===== config.mk =====
export PLATFORM = sky130hd
export DESIGN_NAME = operand_bypass_issue_flat
export DESIGN_NICKNAME = d
export VERILOG_FILES = /design/src/rtl/operand_bypass_issue_if.sv /design/src/rtl/operand_bypass_issue.sv /design/src/flat_wrapper.sv
export SDC_FILE = /design/constraint.sdc
export NUM_CORES = 1
export LEC_CHECK = 0
export ABC_CLOCK_PERIOD_IN_PS = 2400
export BUFFER_PORTS_ARGS = -buffer_cell sky130_fd_sc_hd__buf_2
export CAP_MARGIN = 0
export CORE_AREA = 2 2 317 319
export DETAILED_ROUTE_END_ITERATION = 8
export DIE_AREA = 0 0 319 321
export PLACE_DENSITY = 0.35
export SLEW_MARGIN = 20
export SYNTH_ARGS = -nofsm -noshare
export SYNTH_HDL_FRONTEND = slang
export SYNTH_SLANG_ARGS = --single-unit

===== constraint.sdc =====
create_clock -name clock -period 2.4 [get_ports clock]
set_clock_uncertainty 0.15 [all_clocks]
set_input_delay 0.24 -clock clock [delete_from_list [all_inputs] [get_ports clock]]
set_output_delay 0.24 -clock clock [all_outputs]
set_load 0.01 [all_outputs]

===== src/rtl/operand_bypass_issue_if.sv =====
// Decoder-to-execute issue bus: decoded instruction in, bypass network, registered issue out.
// master drives the upstream/bypass/execute-ready side; slave is the issue stage.
interface operand_bypass_issue_if #(
  parameter int XLEN      = 64,
  parameter int NUM_BYP   = 2,
  parameter int PC_W      = 48,
  parameter int INST_W    = 32,
  parameter int PAYLOAD_W = 32,
  parameter int CNT_W     = 32
);
  logic                      flush;
  logic                      in_valid;
  logic                      in_ready;
  logic [4:0]                in_rs1;
  logic [4:0]                in_rs2;
  logic [4:0]                in_rd;
  logic                      in_src1_is_reg;
  logic                      in_src2_is_reg;
  logic [XLEN-1:0]           in_rs1_data;
  logic [XLEN-1:0]           in_rs2_data;
  logic [XLEN-1:0]           in_src1;
  logic [XLEN-1:0]           in_src2;
  logic                      in_need_to_wb;
  logic [PC_W-1:0]           in_pc;
  logic [INST_W-1:0]         in_inst;
  logic [PAYLOAD_W-1:0]      in_payload;
  logic [NUM_BYP-1:0]        byp_valid;
  logic [NUM_BYP*5-1:0]      byp_rd;
  logic [NUM_BYP-1:0]        byp_data_ready;
  logic [NUM_BYP*XLEN-1:0]   byp_result;
  logic                      out_valid;
  logic                      out_ready;
  logic [XLEN-1:0]           out_src1;
  logic [XLEN-1:0]           out_src2;
  logic [4:0]                out_rd;
  logic                      out_need_to_wb;
  logic [PC_W-1:0]           out_pc;
  logic [INST_W-1:0]         out_inst;
  logic [PAYLOAD_W-1:0]      out_payload;
  logic [CNT_W-1:0]          stall_count;

  modport master (
    output flush, in_valid, in_rs1, in_rs2, in_rd, in_src1_is_reg, in_src2_is_reg,
           in_rs1_data, in_rs2_data, in_src1, in_src2, in_need_to_wb, in_pc, in_inst,
           in_payload, byp_valid, byp_rd, byp_data_ready, byp_result, out_ready,
    input  in_ready, out_valid, out_src1, out_src2, out_rd, out_need_to_wb, out_pc,
           out_inst, out_payload, stall_count
  );

  modport slave (
    input  flush, in_valid, in_rs1, in_rs2, in_rd, in_src1_is_reg, in_src2_is_reg,
           in_rs1_data, in_rs2_data, in_src1, in_src2, in_need_to_wb, in_pc, in_inst,
           in_payload, byp_valid, byp_rd, byp_data_ready, byp_result, out_ready,
    output in_ready, out_valid, out_src1, out_src2, out_rd, out_need_to_wb, out_pc,
           out_inst, out_payload, stall_count
  );
endinterface


===== src/rtl/operand_bypass_issue.sv =====
// Issue stage with prioritised operand bypass; 1-cycle accept-to-issue latency, full throughput.
// Backpressure: in_ready drops on load-use hazard, flush, or a held output that execute has not taken.
module operand_bypass_issue #(
  parameter int XLEN      = 64,
  parameter int NUM_BYP   = 2,
  parameter int PC_W      = 48,
  parameter int INST_W    = 32,
  parameter int PAYLOAD_W = 32,
  parameter int CNT_W     = 32
) (
  input  logic                 clock,
  input  logic                 reset,
  operand_bypass_issue_if.slave bus
);

  // Returns {hazard, operand}. Index 0 is youngest, so the first match wins and
  // a not-yet-ready youngest writer hides any older ready copy of the register.
  function automatic logic [XLEN:0] resolve(
    input logic                    is_reg,
    input logic [4:0]              rs,
    input logic [XLEN-1:0]         rdata,
    input logic [XLEN-1:0]         alt,
    input logic [NUM_BYP-1:0]      bv,
    input logic [NUM_BYP*5-1:0]    brd,
    input logic [NUM_BYP-1:0]      bdr,
    input logic [NUM_BYP*XLEN-1:0] bres
  );
    logic            hit;
    logic            haz;
    logic [XLEN-1:0] val;
    hit = 1'b0;
    haz = 1'b0;
    val = rdata;
    if (!is_reg) begin
      val = alt;
    end else if (rs == 5'd0) begin
      val = '0;
    end else begin
      for (int i = 0; i < NUM_BYP; i++) begin
        if (!hit && bv[i] && brd[5*i +: 5] == rs) begin
          hit = 1'b1;
          if (bdr[i]) val = bres[XLEN*i +: XLEN];
          else        haz = 1'b1;
        end
      end
    end
    return {haz, val};
  endfunction

  logic [XLEN:0]        res1;
  logic [XLEN:0]        res2;
  logic                 hazard;
  logic                 accept;
  logic                 valid_q;
  logic [XLEN-1:0]      src1_q;
  logic [XLEN-1:0]      src2_q;
  logic [4:0]           rd_q;
  logic                 wb_q;
  logic [PC_W-1:0]      pc_q;
  logic [INST_W-1:0]    inst_q;
  logic [PAYLOAD_W-1:0] payload_q;
  logic [CNT_W-1:0]     stall_q;

  always_comb begin
    res1 = resolve(bus.in_src1_is_reg, bus.in_rs1, bus.in_rs1_data, bus.in_src1,
                   bus.byp_valid, bus.byp_rd, bus.byp_data_ready, bus.byp_result);
    res2 = resolve(bus.in_src2_is_reg, bus.in_rs2, bus.in_rs2_data, bus.in_src2,
                   bus.byp_valid, bus.byp_rd, bus.byp_data_ready, bus.byp_result);
  end

  assign hazard       = bus.in_valid & (res1[XLEN] | res2[XLEN]);
  assign bus.in_ready = !bus.flush & !hazard & (!valid_q | bus.out_ready);
  assign accept       = bus.in_valid & bus.in_ready;

  always_ff @(posedge clock) begin
    if (reset) begin
      valid_q   <= 1'b0;
      src1_q    <= '0;
      src2_q    <= '0;
      rd_q      <= '0;
      wb_q      <= 1'b0;
      pc_q      <= '0;
      inst_q    <= '0;
      payload_q <= '0;
      stall_q   <= '0;
    end else begin
      if (bus.flush) begin
        valid_q <= 1'b0;
      end else if (accept) begin
        valid_q   <= 1'b1;
        src1_q    <= res1[XLEN-1:0];
        src2_q    <= res2[XLEN-1:0];
        rd_q      <= bus.in_rd;
        wb_q      <= bus.in_need_to_wb;
        pc_q      <= bus.in_pc;
        inst_q    <= bus.in_inst;
        payload_q <= bus.in_payload;
      end else if (valid_q && bus.out_ready) begin
        valid_q <= 1'b0;
      end
      // Counts hazard stalls only; survives flush so redirect-heavy phases still show load-use cost.
      if (hazard && !bus.flush && stall_q != '1) begin
        stall_q <= stall_q + 1'b1;
      end
    end
  end

  assign bus.out_valid      = valid_q;
  assign bus.out_src1       = src1_q;
  assign bus.out_src2       = src2_q;
  assign bus.out_rd         = rd_q;
  assign bus.out_need_to_wb = wb_q;
  assign bus.out_pc         = pc_q;
  assign bus.out_inst       = inst_q;
  assign bus.out_payload    = payload_q;
  assign bus.stall_count    = stall_q;

endmodule

===== src/flat_wrapper.sv =====
// flat-port wrapper written by rule: the top's interface ports become plain ports
module operand_bypass_issue_flat 
#(
  parameter int XLEN      = 64,
  parameter int NUM_BYP   = 2,
  parameter int PC_W      = 48,
  parameter int INST_W    = 32,
  parameter int PAYLOAD_W = 32,
  parameter int CNT_W     = 32
)
  (clock, reset, bus_flush, bus_in_valid, bus_in_rs1, bus_in_rs2, bus_in_rd, bus_in_src1_is_reg, bus_in_src2_is_reg, bus_in_rs1_data, bus_in_rs2_data, bus_in_src1, bus_in_src2, bus_in_need_to_wb, bus_in_pc, bus_in_inst, bus_in_payload, bus_byp_valid, bus_byp_rd, bus_byp_data_ready, bus_byp_result, bus_out_ready, bus_in_ready, bus_out_valid, bus_out_src1, bus_out_src2, bus_out_rd, bus_out_need_to_wb, bus_out_pc, bus_out_inst, bus_out_payload, bus_stall_count);
  operand_bypass_issue_if #(.XLEN(XLEN), .NUM_BYP(NUM_BYP), .PC_W(PC_W), .INST_W(INST_W), .PAYLOAD_W(PAYLOAD_W), .CNT_W(CNT_W)) bus_i ();
  input  logic clock;
  input  logic reset;
  input wire logic [$bits(bus_i.flush)-1:0] bus_flush;
  input wire logic [$bits(bus_i.in_valid)-1:0] bus_in_valid;
  input wire logic [$bits(bus_i.in_rs1)-1:0] bus_in_rs1;
  input wire logic [$bits(bus_i.in_rs2)-1:0] bus_in_rs2;
  input wire logic [$bits(bus_i.in_rd)-1:0] bus_in_rd;
  input wire logic [$bits(bus_i.in_src1_is_reg)-1:0] bus_in_src1_is_reg;
  input wire logic [$bits(bus_i.in_src2_is_reg)-1:0] bus_in_src2_is_reg;
  input wire logic [$bits(bus_i.in_rs1_data)-1:0] bus_in_rs1_data;
  input wire logic [$bits(bus_i.in_rs2_data)-1:0] bus_in_rs2_data;
  input wire logic [$bits(bus_i.in_src1)-1:0] bus_in_src1;
  input wire logic [$bits(bus_i.in_src2)-1:0] bus_in_src2;
  input wire logic [$bits(bus_i.in_need_to_wb)-1:0] bus_in_need_to_wb;
  input wire logic [$bits(bus_i.in_pc)-1:0] bus_in_pc;
  input wire logic [$bits(bus_i.in_inst)-1:0] bus_in_inst;
  input wire logic [$bits(bus_i.in_payload)-1:0] bus_in_payload;
  input wire logic [$bits(bus_i.byp_valid)-1:0] bus_byp_valid;
  input wire logic [$bits(bus_i.byp_rd)-1:0] bus_byp_rd;
  input wire logic [$bits(bus_i.byp_data_ready)-1:0] bus_byp_data_ready;
  input wire logic [$bits(bus_i.byp_result)-1:0] bus_byp_result;
  input wire logic [$bits(bus_i.out_ready)-1:0] bus_out_ready;
  output wire logic [$bits(bus_i.in_ready)-1:0] bus_in_ready;
  output wire logic [$bits(bus_i.out_valid)-1:0] bus_out_valid;
  output wire logic [$bits(bus_i.out_src1)-1:0] bus_out_src1;
  output wire logic [$bits(bus_i.out_src2)-1:0] bus_out_src2;
  output wire logic [$bits(bus_i.out_rd)-1:0] bus_out_rd;
  output wire logic [$bits(bus_i.out_need_to_wb)-1:0] bus_out_need_to_wb;
  output wire logic [$bits(bus_i.out_pc)-1:0] bus_out_pc;
  output wire logic [$bits(bus_i.out_inst)-1:0] bus_out_inst;
  output wire logic [$bits(bus_i.out_payload)-1:0] bus_out_payload;
  output wire logic [$bits(bus_i.stall_count)-1:0] bus_stall_count;
  assign bus_i.flush = bus_flush;
  assign bus_i.in_valid = bus_in_valid;
  assign bus_i.in_rs1 = bus_in_rs1;
  assign bus_i.in_rs2 = bus_in_rs2;
  assign bus_i.in_rd = bus_in_rd;
  assign bus_i.in_src1_is_reg = bus_in_src1_is_reg;
  assign bus_i.in_src2_is_reg = bus_in_src2_is_reg;
  assign bus_i.in_rs1_data = bus_in_rs1_data;
  assign bus_i.in_rs2_data = bus_in_rs2_data;
  assign bus_i.in_src1 = bus_in_src1;
  assign bus_i.in_src2 = bus_in_src2;
  assign bus_i.in_need_to_wb = bus_in_need_to_wb;
  assign bus_i.in_pc = bus_in_pc;
  assign bus_i.in_inst = bus_in_inst;
  assign bus_i.in_payload = bus_in_payload;
  assign bus_i.byp_valid = bus_byp_valid;
  assign bus_i.byp_rd = bus_byp_rd;
  assign bus_i.byp_data_ready = bus_byp_data_ready;
  assign bus_i.byp_result = bus_byp_result;
  assign bus_i.out_ready = bus_out_ready;
  assign bus_in_ready = bus_i.in_ready;
  assign bus_out_valid = bus_i.out_valid;
  assign bus_out_src1 = bus_i.out_src1;
  assign bus_out_src2 = bus_i.out_src2;
  assign bus_out_rd = bus_i.out_rd;
  assign bus_out_need_to_wb = bus_i.out_need_to_wb;
  assign bus_out_pc = bus_i.out_pc;
  assign bus_out_inst = bus_i.out_inst;
  assign bus_out_payload = bus_i.out_payload;
  assign bus_stall_count = bus_i.stall_count;
  operand_bypass_issue #(.XLEN(XLEN), .NUM_BYP(NUM_BYP), .PC_W(PC_W), .INST_W(INST_W), .PAYLOAD_W(PAYLOAD_W), .CNT_W(CNT_W)) u_core (.clock(clock), .reset(reset), .bus(bus_i));
endmodule

==> metrics <==
Die Width around 320 µm; post-route ant nets 0; dpl ws -0.385 ns; H-tree depth 2; Via density roughly 4.2; layout cells sized above 1 between 30 and 40%; root buffer cell clkbuf_16; Tcrit/Tclk final 101%; CP required roughly 2.7 ns; Sink Count 279; flops & latches, synth ~280; MaxCap Viol Count 0; FP Rows about 120; first-pass GRT wire length around 130 mm; Clock Pin Slew Worst Setup and Hold Paths approximately 0.06 ns; Syn. warnings 0; Pre-antenna DRT Iters 5; crit path capture type flop; final core occ about 27%; hpwl dp 75.2 mm; Die Height ~320 µm; Worst Hold Class in -> reg; CTS tree done; final-stage net count 3,841; DRC viols 0; Port Buffers a little over 800; largest net degree at the start of global routing 69; startpoint types primary input; Ports about 810; total wire length 96.2 mm; Initial Util approximately 15%; core area 0.0993 mm²; Max VDD drop around 380 µV; initial antenna violation count 25; CP Data Arrival Time between 2 and 3 ns; Logic pwr share between 20% and 30%; Peak Freq roughly 410 MHz; worst setup margin -0.0193 ns; Hold Violations, Final 0; min Tclk post-route 2.42 ns; GP Congestion 0.830; Post-synth EDFFs 0; Seq pwr share between 30 and 40%; syn_nets about 2.5k; Inserted Clock Buffers 39; synthesized area around 0.014 mm²; sw frac 29.1%; Post-Synthesis Cells between 2k and 2.5k; clock share of power between 40% and 50%; area delta synth->final 86.6%; routed vias 19.7k; endpoints failing setup 2; worst-path fanout max 19; Starting DRT DRC Count 1,160; mean routed wirelength per cell 20.7 µm; Mean Syn Cell Area around 7.2 µm²; CP Class in -> reg; maximum buffer depth of the clock tree 3; commonest non-fill, non-tap cell in the layout buf_2; most frequent cells in the layout buf_2 (807), nand2_1 (511), dlygate4sd3_1 (408), dfxtp_1 (277), buf_4 (179); vias in the first global route between 15k and 20k; Slew HR 33.7%; setup TNS -0.0339 ns; RSZ-0062 raised after global routing true; max-slew violation count 0; die area 0.102 mm²; Total Power ~14 mW; ys flop type dfxtp_1; total gr overflow 0; status complete, but fails checks; Yosys cell types 52; power density cells approximately 520 mW/mm²; Total GRT Usage around 18%; Power Internal 9.99 mW; violated checks setup timing; Post-synth ARST share 0%; Slew @ Worst Pin roughly 0.99 ns; Net Sw Power just over 4 mW; Skew-Pair Late Insertion Delay 0.58 ns; sequential fraction of the synthesis area between 30% and 40%; P_leak around 12 nW
-- layout make-up --
cell class | instances | area (µm²)
antenna | 10 | 25.0
clock inverter | 15 | 210
sequential | 279 | 5590
multi-input combinational | 1552 | 8180
clock buffer | 51 | 1080
inverter | 4 | 15.0
tap | 1298 | 1620
fill | 11200 | 72300
timing repair buffer | 1431 | 10200
-- repair_timing --
item / in CTS / in global routing
pin swaps: 2 / 7
cloned: 0 / 2
hold buffers: 408 / 0
buffers inserted: 2 / 5
resized for setup: 2 / 23
endpoints found under the hold margin: 249 / 0
endpoints found under the setup margin: 2 / 28
-- worst max-delay path, cell delays in order --
cell and delay, ns:
buf_2 0.13, xnor2_1 0.20, o2111ai_1 0.14, o211ai_1 0.43
clkbuf_16 0.28, buf_16 0.16, buf_4 0.13, o21ai_0 0.06
a31oi_1 0.15, nor3_1 0.07, dlygate4sd3_1 0.56, nor3_1 0.16
-- synth_stat cells, types with 18 or more instances --
cell / number / area share, %
a21oi_1: 139 / 4.8
a311oi_1: 64 / 3.9
a31oi_1: 64 / 2.8
buf_2: 42 / 1.5
clkbuf_1: 114 / 3.0
dfxtp_1: 279 / 39
nand2_1: 512 / 13
nand2b_1: 67 / 2.9
nand3_1: 82 / 2.8
nor2_1: 146 / 3.8
nor2b_1: 75 / 3.3
nor3_1: 137 / 4.8
o211ai_1: 65 / 3.4
o21ai_0: 68 / 2.4
o31ai_1: 18 / 0.94
or4_1: 23 / 1.2
-- kinds of logic (layout without fill, tap and decap cells) --
logic type               Yosys count  in the layout  share of synthesized area, %
XOR/XNOR                          20             20                          1.21
buffers and inverters            182           1501                          5.64
AO/OA/AOI/OAI                    432            432                          19.0
flip-flops                       279            279                          38.7
AND/OR/NAND/NOR                 1090           1090                          34.7
adder cells (fa/ha/maj)            1              1                        0.0867
other                              0             10                             0
multiplexers                       9              9                         0.702
-- power by group through the flow --
stage	sequential [mW]	combinational, mW	clock, mW
floorplan	5.23	0.918	0
global placement	5.13	2.52	0
detailed placement	5.13	2.52	0
CTS	5.03	3.07	6.25
global route	5.06	3.33	6.39
finish	5.03	3.07	5.99
-- worst paths after layout --
kind | startpoint | endpoint | slack (ns) | cells past startpoint
max | bus_byp_rd[4] | u_core.bus.out_src1[42] | -0.02 | 12
min | bus_in_rs1_data[17] | u_core.bus.out_src1[17] | 0.04 | 5
max reg2reg | u_core.bus.stall_count[6] | u_core.bus.stall_count[16] | 0.09 | 8
min reg2reg | u_core.bus.out_inst[1] | u_core.bus.out_inst[1] | 0.30 | 2
-- through the flow --
step / instance area, µm² / std cells / hold slack, ns
floorplan: 14400 / 2013 / 0.169
global placement: 21300 / 4148 / 0.291
detailed placement: 21300 / 4148 / 0.294
CTS: 26700 / 4623 / 0.00183
global route: 26900 / 4636 / 0.0374
finish: 26900 / 4640 / 0.0439
-- metal layers --
metal,vias to the layer above,share of wire [%],track usage [%]
met5,-,0.15,0
met4,22,3.4,6.33
met3,172,7.8,5.60
met2,768,48,30.7
met1,9106,41,20.5
li1,9620,-,-
-- registers in the layout, indices dropped and copies added (netlist names) --
signal / count
u_core.bus.out_inst: 32
u_core.bus.out_need_to_wb: 1
u_core.bus.out_payload: 32
u_core.bus.out_pc: 48
u_core.bus.out_rd: 5
u_core.bus.out_src1: 64
u_core.bus.out_src2: 64
u_core.bus.out_valid: 1
u_core.bus.stall_count: 32
(Power assumes the default switching activity.)
